--- src/rtl/lsu_pkg.sv ---
// Shared types and constants for the load/store unit: funct3 width codes, FSM states, default sizing.
package lsu_pkg;

  localparam int DEFAULT_ADDR_W = 6;

  localparam logic [2:0] F3_B  = 3'b000;
  localparam logic [2:0] F3_H  = 3'b001;
  localparam logic [2:0] F3_W  = 3'b010;
  localparam logic [2:0] F3_BU = 3'b100;
  localparam logic [2:0] F3_HU = 3'b101;

  typedef enum logic [1:0] {
    IDLE  = 2'd0,
    READ  = 2'd1,
    WRITE = 2'd2,
    RESP  = 2'd3
  } lsu_state_e;

  // Unsigned variants only make sense for loads, so a store coded BU/HU is rejected.
  function automatic logic funct3_illegal(input logic [2:0] funct3, input logic write);
    case (funct3)
      F3_B, F3_H, F3_W: funct3_illegal = 1'b0;
      F3_BU, F3_HU:     funct3_illegal = write;
      default:          funct3_illegal = 1'b1;
    endcase
  endfunction

endpackage

--- src/rtl/lsu_align.sv ---
// Byte-lane steering: extracts/extends load data and merges sub-word store data into a memory word.
module lsu_align
  import lsu_pkg::*;
(
  input  logic [2:0]  funct3,
  input  logic [1:0]  byte_off,
  input  logic [31:0] load_word,
  input  logic [31:0] store_data,
  output logic [31:0] load_data,
  output logic [31:0] merge_data
);

  logic [7:0]  sel_byte;
  logic [15:0] sel_half;

  always_comb begin
    case (byte_off)
      2'd0:    sel_byte = load_word[7:0];
      2'd1:    sel_byte = load_word[15:8];
      2'd2:    sel_byte = load_word[23:16];
      default: sel_byte = load_word[31:24];
    endcase
    sel_half = byte_off[1] ? load_word[31:16] : load_word[15:0];
  end

  always_comb begin
    case (funct3)
      F3_B:    load_data = {{24{sel_byte[7]}}, sel_byte};
      F3_BU:   load_data = {24'd0, sel_byte};
      F3_H:    load_data = {{16{sel_half[15]}}, sel_half};
      F3_HU:   load_data = {16'd0, sel_half};
      F3_W:    load_data = load_word;
      default: load_data = 32'd0;
    endcase
  end

  // Read-modify-write: only the addressed lane takes new data, the rest keeps the captured word.
  always_comb begin
    merge_data = load_word;
    case (funct3)
      F3_B: begin
        case (byte_off)
          2'd0:    merge_data[7:0]   = store_data[7:0];
          2'd1:    merge_data[15:8]  = store_data[7:0];
          2'd2:    merge_data[23:16] = store_data[7:0];
          default: merge_data[31:24] = store_data[7:0];
        endcase
      end
      F3_H: begin
        if (byte_off[1]) merge_data[31:16] = store_data[15:0];
        else             merge_data[15:0]  = store_data[15:0];
      end
      F3_W:    merge_data = store_data;
      default: merge_data = load_word;
    endcase
  end

endmodule

--- src/rtl/load_store_unit.sv ---
// Load/store unit driving a word-wide memory; sub-word stores use read-modify-write.
// Optional LSU_MISALIGN_TRAP_EN rejects misaligned and out-of-range addresses instead of masking them.
module load_store_unit
  import lsu_pkg::*;
#(
  parameter int ADDR_W = DEFAULT_ADDR_W
) (
  input  logic              clk,
  input  logic              rst,
  input  logic              req_valid,
  output logic              req_ready,
  input  logic              req_write,
  input  logic [2:0]        req_funct3,
  input  logic [31:0]       req_addr,
  input  logic [31:0]       req_wdata,
  output logic              resp_valid,
  output logic [31:0]       resp_rdata,
  output logic              resp_err,
  output logic              mem_read,
  output logic              mem_write,
  output logic [ADDR_W-1:0] mem_addr,
  output logic [31:0]       mem_wdata,
  input  logic [31:0]       mem_rdata
);

  lsu_state_e        state, state_next;
  logic              q_write, q_err;
  logic [2:0]        q_funct3;
  logic [ADDR_W-1:0] q_addr;
  logic [1:0]        q_off;
  logic [31:0]       q_wdata, q_rdata;
  logic              accept, req_err;
  logic [1:0]        eff_off;
  logic [31:0]       load_data, merge_data;

  assign accept = req_valid && req_ready;

`ifdef LSU_MISALIGN_TRAP_EN
  logic misalign, out_of_range;

  always_comb begin
    case (req_funct3)
      F3_H, F3_HU: misalign = req_addr[0];
      F3_W:        misalign = |req_addr[1:0];
      default:     misalign = 1'b0;
    endcase
  end

  assign out_of_range = |(req_addr >> (ADDR_W + 2));
  assign req_err = funct3_illegal(req_funct3, req_write) || misalign || out_of_range;
`else
  logic unused_upper_addr;
  assign unused_upper_addr = ^req_addr[31:ADDR_W+2];
  assign req_err = funct3_illegal(req_funct3, req_write);
`endif

  // Halfword and word accesses ignore the low address bits they cannot use.
  always_comb begin
    case (req_funct3)
      F3_H, F3_HU: eff_off = {req_addr[1], 1'b0};
      F3_W:        eff_off = 2'b00;
      default:     eff_off = req_addr[1:0];
    endcase
  end

  always_ff @(posedge clk or negedge rst) begin
    if (!rst) begin
      state <= IDLE;
    end else begin
      state <= state_next;
    end
  end

  always_ff @(posedge clk or negedge rst) begin
    if (!rst) begin
      q_write  <= 1'b0;
      q_err    <= 1'b0;
      q_funct3 <= 3'd0;
      q_addr   <= '0;
      q_off    <= 2'd0;
      q_wdata  <= 32'd0;
      q_rdata  <= 32'd0;
    end else begin
      if (accept) begin
        q_write  <= req_write;
        q_err    <= req_err;
        q_funct3 <= req_funct3;
        q_addr   <= req_addr[ADDR_W+1:2];
        q_off    <= eff_off;
        q_wdata  <= req_wdata;
      end
      if (state == READ) begin
        q_rdata <= mem_rdata;
      end
    end
  end

  always_comb begin
    state_next = state;
    case (state)
      IDLE: begin
        if (req_valid) begin
          if (req_err)                              state_next = RESP;
          else if (req_write && req_funct3 == F3_W) state_next = WRITE;
          else                                      state_next = READ;
        end
      end
      READ:    state_next = q_write ? WRITE : RESP;
      WRITE:   state_next = RESP;
      default: state_next = IDLE;
    endcase
  end

  always_comb begin
    req_ready  = 1'b0;
    resp_valid = 1'b0;
    resp_err   = 1'b0;
    resp_rdata = 32'd0;
    mem_read   = 1'b0;
    mem_write  = 1'b0;
    mem_addr   = '0;
    mem_wdata  = 32'd0;
    case (state)
      IDLE: req_ready = 1'b1;
      READ: begin
        mem_read = 1'b1;
        mem_addr = q_addr;
      end
      WRITE: begin
        mem_write = 1'b1;
        mem_addr  = q_addr;
        mem_wdata = merge_data;
      end
      default: begin
        resp_valid = 1'b1;
        resp_err   = q_err;
        resp_rdata = (q_err || q_write) ? 32'd0 : load_data;
      end
    endcase
  end

  lsu_align u_align (
    .funct3     (q_funct3),
    .byte_off   (q_off),
    .load_word  (q_rdata),
    .store_data (q_wdata),
    .load_data  (load_data),
    .merge_data (merge_data)
  );

endmodule

--- config.mk ---
export PLATFORM = sky130hd
export DESIGN_NAME = load_store_unit
export DESIGN_NICKNAME = d
export VERILOG_FILES = /design/src/rtl/lsu_pkg.sv /design/src/rtl/lsu_align.sv /design/src/rtl/load_store_unit.sv
export SDC_FILE = /design/constraint.sdc
export NUM_CORES = 1
export LEC_CHECK = 0
export BUFFER_PORTS_ARGS = -buffer_cell sky130_fd_sc_hd__buf_2
export CELL_PAD_IN_SITES_DETAIL_PLACEMENT = 2
export CELL_PAD_IN_SITES_GLOBAL_PLACEMENT = 2
export CORE_MARGIN = 10
export CORE_UTILIZATION = 31
export CTS_BUF_LIST = sky130_fd_sc_hd__clkbuf_4 sky130_fd_sc_hd__clkbuf_8 sky130_fd_sc_hd__clkbuf_16
export CTS_CLUSTER_DIAMETER = 30
export CTS_CLUSTER_SIZE = 28
export DETAILED_ROUTE_END_ITERATION = 7
export GPL_ROUTABILITY_DRIVEN = 0
export GPL_TIMING_DRIVEN = 0
export PLACE_DENSITY = 0.91
export SKIP_LAST_GASP = 1
export SYNTH_ARGS = -nofsm -noshare
export SYNTH_HDL_FRONTEND = slang
export SYNTH_HIERARCHICAL = 1
export SYNTH_SLANG_ARGS = --single-unit
--- constraint.sdc ---
create_clock -name clk -period 2.1 [get_ports clk]
set_input_delay 0.42 -clock clk [delete_from_list [all_inputs] [get_ports clk]]
set_output_delay 0.42 -clock clk [all_outputs]
set_load 0.05 [all_outputs]
# --- Word-level counts from Yosys, hierarchy flattened ---
# Index checks and enable logic that the tools add are counted.
totals:
  register_bits: 79
  wordCells: 60
  in_bits: 103
  out_inout_bits: 75
op_classes:
  n_reduce_logical: 13
  n_eq_ne: 13
  mux: 26
op_table:
  columns: ["operator", "n"]
  rows:
  - ["$pmux W32 S5", 1]
  - ["$mux W32", 3]
  - ["$pmux W32 S3", 1]
  - ["$mux W16", 3]
  - ["$mux W8", 4]
  - ["$pmux W8 S3", 1]
  - ["$eq A3 B3 Y1 const B", 4]
  - ["$reduce_or A3 Y1", 3]
  - ["$eq A3 B1 Y1 const B", 2]
  - ["$eq A3 B2 Y1 const B", 2]
  - ["$logic_not A3 Y1", 2]
  - ["$mux W1", 6]
  - ["$mux W2", 3]
  - ["$mux W6", 1]
  - ["$pmux W2 S3", 1]
  - ["$reduce_or A2 Y1", 3]
  - ["$eq A2 B1 Y1 const B", 2]
  - ["$eq A2 B2 Y1 const B", 2]
  - ["$logic_not A2 Y1", 2]
  - ["$pmux W2 S2", 1]
  - ["$logic_and A1 B1 Y1", 2]
  - ["$ne A2 B2 Y1 const B", 1]
  - ["$pmux W1 S2", 1]
  - ["$logic_or A1 B1 Y1", 1]

# --- Logic depth before layout (Yosys ltp) ---
logic_depth:
  ltp_word: 6
  mapped_depth: 8
  mapped_depth_nobuf: 5

# --- Cells and area by module ---
# Netlist, hierarchy kept.
modules_own_cells:
  columns: ["mod", "seq_area_each_um2", "cells_each", "instances", "area_per_inst_um2"]
  rows:
  - ["load_store_unit", 1976.9, 270, 1, 3537.1]
  - ["lsu_align", 0.0, 257, 1, 1719.1]

# --- Worst setup path before layout ---
# OpenSTA, ideal clock, no wires.
synth_timing:
  path_type: "register to output"
  start: "reg state[0]"
  end: "out resp_rdata[10]"
  path_stages_with_launch: 5
  arrival_time_ps: 1867
  required_time_ps: 1680
  setup_slack_ps: -187
  path_buffers: 1
  path_cell_list: "dfrtp_1 -> ha_1 -> nor3b_4 -> clkbuf_2 -> and2_1"
synth_via:
  elab_chain_cells: 3
  elab_cells_between_ends: 5
  classes_between: "eq/ne: 2; mux: 1; reduce/logical: 2"
synth_rtl:
  columns: ["item", "line", "text"]
  rows:
  - ["from (decl)", "load_store_unit.sv:26", "lsu_state_e state, state_next;"]
  - ["from (signal assigned)", "load_store_unit.sv:70", "state <= state_next;"]
  - ["$eq A2 B1 Y1, or another cell as far along", "load_store_unit.sv:123", "case (state)"]
  - ["$reduce_or A3 Y1 (no source line) *", null, null]
  - ["$mux W32 *", "load_store_unit.sv:123", null]
  - ["to (decl)", "load_store_unit.sv:17", "output logic [31:0] resp_rdata,"]
# Every way passes the cells marked *; elsewhere a longest branch is shown, timed or not.

# --- Final worst setup path ---
layout_timing:
  start: "reg q_funct3[0]"
  end: "out mem_wdata[12]"
layout_via:
  elab_chain_cells: 3
  elab_cells_between_ends: 5
  classes_between: "eq/ne: 2; mux: 2; reduce/logical: 1"
layout_rtl:
  columns: ["item", "line", "text"]
  rows:
  - ["from (decl)", "load_store_unit.sv:28", "logic [2:0] q_funct3;"]
  - ["from (signal assigned)", "load_store_unit.sv:87", "q_funct3 <= req_funct3;"]
  - ["$eq A3 B2 Y1, or another cell as far along", "lsu_align.sv:40", "case (funct3)"]
  - ["$pmux W32 S3 *", "lsu_align.sv:40", null]
  - ["via merge_data[12]", "load_store_unit.sv:34", "logic [31:0] load_data, merge_data;"]
  - ["$mux W32 *", "load_store_unit.sv:123", null]
  - ["to (decl)", "load_store_unit.sv:22", "output logic [31:0] mem_wdata,"]
# The timed path passes the listed nets; every way through them passes the cells marked *.

==> run metrics <==
peak per-stage delay on the critical path 0.49 ns; Final nets 863; vias post-DR 5948; Max clock buf depth 2; post-synthesis to final-layout area growth 66.22%; register bit total from synthesis 79; unique cell type count in the Yosys netlist 51; filler cell count 1655; syn nets 634; WS Path Type reg -> out; maximum clock rate 0.3540 GHz; clock-pin slew reported for the worst setup and hold paths after clock tree synthesis 0.07 ns; largest net degree at the start of global routing 46; CTS tree done; internal power 9297 uW; Synth Instances 527; core area 0.01658 sq mm; clock network fraction of total power 10.0%; violations in the final reports setup timing; final hold violations 0; number of violations reported at the end of detailed-routing iteration 0 576; crit-path max FO 8; Critical Path End Type output pin; number of remaining DRC errors 0; count of maximum capacitance violations 0; most area-hungry cell type in the Yosys netlist dfrtp_1; DP Cell Count 901; register share of total power 21.2%; post-route cell area 0.008737 sq mm; routed wire length 34950 microns; final critical delay including setup and external delays 2.825 ns; kind of path behind the tightest hold check in -> async; initial antenna violation count 2; clock root buffer clkbuf_16; average routed wire per standard cell 35.59 microns; minimum hold slack 0.01761 ns; ordered cell list for the critical path buf_8, a21oi_4, buf_6, o21ai_4, buf_12, a22oi_2, nand2_1, and2_2, buf_8; length in cells of the worst reg-to-reg path 5; die outline width 150.2 microns; fin crit share 134.5%; slack of the worst reg-to-reg path 0.28 ns; switching part of the total 51.15%; level count of the clock H-tree 3; mean number of vias per cell 6.057; RSZ-0062 raised after global routing true; sw power 9735 uW; setup skew after layout 0.009407 ns; Async SR Flop Fraction 100.0%; final setup fails 64; mean area per synthesized cell 9.974 sq um; Clk Latency, worst-skew pair 0.37 ns; data arrival time of the critical path 2.40 ns; most frequent standard cell in the layout excluding fill and tap cells buf_2; TritonCTS Sinks 79; area share of the largest cell type after synthesis 37.61%; Final Max Tran Viols 0; instance area after placement 0.006382 sq mm; CP Launch Point q_funct3[0]$_DFFE_PN0P_; number of global-route vias before repair 6407; IR drop worst, VDD 1.357 mV; reg-to-reg critical path endpoint q_rdata[14]$_DFFE_PN0N_; area taken by multi-input logic gates 0.003720 sq mm; Sequential cell area 0.001986 sq mm; Ys Warns 6; share of cells above drive strength 1 67.76%; top library cells by usage in the layout, fill and taps aside buf_2 (92), mux2_2 (74), dfrtp_1 (72); post-detail-place hpwl 18220 microns; total routing resource utilization after global routing 26.40%; worst reg2reg startpoint state[1]$_DFFE_PN0P_; TritonRoute pass-1 iters 5; Die Outline Area 0.02256 sq mm; DRT antenna net count 0; Finished Layout Cells 982; count of buffers inserted at the top-level ports 153; status finished with violations; cell with the largest stage delay on the worst path dfrtp_2; post-layout worst setup margin -0.7246 ns; worst slew slack as a fraction of its limit 47.84%; sequential fraction of the synthesis area 37.61%; top-level port count 178; most common flop cell mapped by yosys dfrtp_1; Static Leakage 0.003923 uW; Inserted Clock Buffers 9; remaining global-route overflow 0; startpoint type of the worst setup path register; post-layout total power 19030 uW; Core Rows 47; first-pass GRT wire length 44040 microns; ranking of synthesized cells by area dfrtp_1 (38%), mux2_2 (16%), and2_1 (8.6%); number of synthesized flops with an enable pin 0; relative contribution of combinational cells to total power 68.9%; Post-Syn Area 0.005256 sq mm; die height 150.2 microns; most frequent cell on the critical path buf_8; power density over cell area 2178 mW/mm^2; WP data required 1.68 ns; pin slew with the least headroom to its limit 0.7824 ns; starting density of the core 31.70%; share of the core filled with cells 52.69%
==> cell type report <==
class                           count  share of cell area, %
Multi-Input combinational cell    404                  42.57
Clock buffer                        9                  2.578
Clock inverter                      6                  1.260
Tap cell                          220                  3.151
Timing Repair Buffer              219                  23.21
Buffer                             38                  4.182
Inverter                            5                 0.2578
Sequential cell                    79                  22.73
Antenna cell                        2                0.05728
==> stage by stage <==
step	worst slack [ns]	setup TNS, ns
floorplan	-0.02559	-0.04068
global placement	-0.3437	-15.92
detailed placement	-0.4086	-19.08
CTS	-0.5028	-26.98
global route	-0.7504	-39.22
finish	-0.7246	-37.09
==> sequential cells by signal (all words and copies together), names as in the netlist <==
register,flops
q_off,2
q_rdata,32
q_err,1
q_funct3,3
q_write,1
q_wdata,32
state,2
q_addr,6
==> critical path: cells and delay by family, from the launching register on <==
kind	cells	cell delay (ns)
simple gates	2	0.34
flops	1	0.49
compound gates	3	0.55
buf+inv	4	0.63
==> layer usage <==
layer | track usage, % | vias to the layer above | share of wire, %
met3 | 7.353 | 111 | 7.2
met4 | 10.98 | 0 | 4.9
li1 | - | 2368 | -
met5 | 0 | - | 0
met2 | 47.32 | 387 | 51
met1 | 28.63 | 3082 | 37
==> worst max path at each step <==
stage / slack, ns / cells after the start / end
after floorplan: -0.03 / 7 / resp_rdata[10]
after global placement: -0.34 / 6 / mem_wdata[0]
after detailed placement: -0.41 / 8 / resp_rdata[13]
after CTS: -0.50 / 7 / mem_wdata[19]
after global routing: -0.75 / 8 / mem_wdata[12]
final: -0.72 / 9 / mem_wdata[12]
==> power groups by stage <==
| stage | clock network [uW] | registers [uW] | logic (uW) |
|---|---|---|---|
| after floorplan | 0 | 2910 | 6150 |
| after global placement | 0 | 3430 | 7600 |
| after detailed placement | 0 | 3550 | 8090 |
| after CTS | 1860 | 3640 | 10600 |
| after global routing | 1980 | 4040 | 13500 |
| final | 1900 | 4030 | 13100 |
==> timing repair <==
item                                    in CTS  in global routing
pin swaps                                   28                 35
endpoints found under the setup margin      70                 70
buffers inserted                            27                 32
gates resized for setup                    326                102
hold buffers                                 0                  0
cloned                                       3                  4
==> cell usage after synthesis, types with 12 or more instances <==
cell / count
dfrtp_1: 79
mux2_2: 73
and2_1: 72
nand2_1: 34
a22oi_1: 32
nand3_1: 31
buf_2: 23
mux2i_1: 20
a21oi_1: 18
o22ai_1: 13
mux2_1: 12
nand2b_1: 12
==> logic make-up (layout without fill, tap and decap cells) <==
family	count (synthesis)	in the layout	share of synthesized area [%]
AO/OA/AOI/OAI	112	112	14.93
flip-flops	79	79	37.61
AND/OR/NAND/NOR	182	182	19.66
adder cells (fa/ha/maj)	4	4	0.9522
buffers and inverters	44	277	4.404
other	0	2	0
multiplexers	106	106	22.45
No activity file was read; power rests on OpenSTA's default activity.
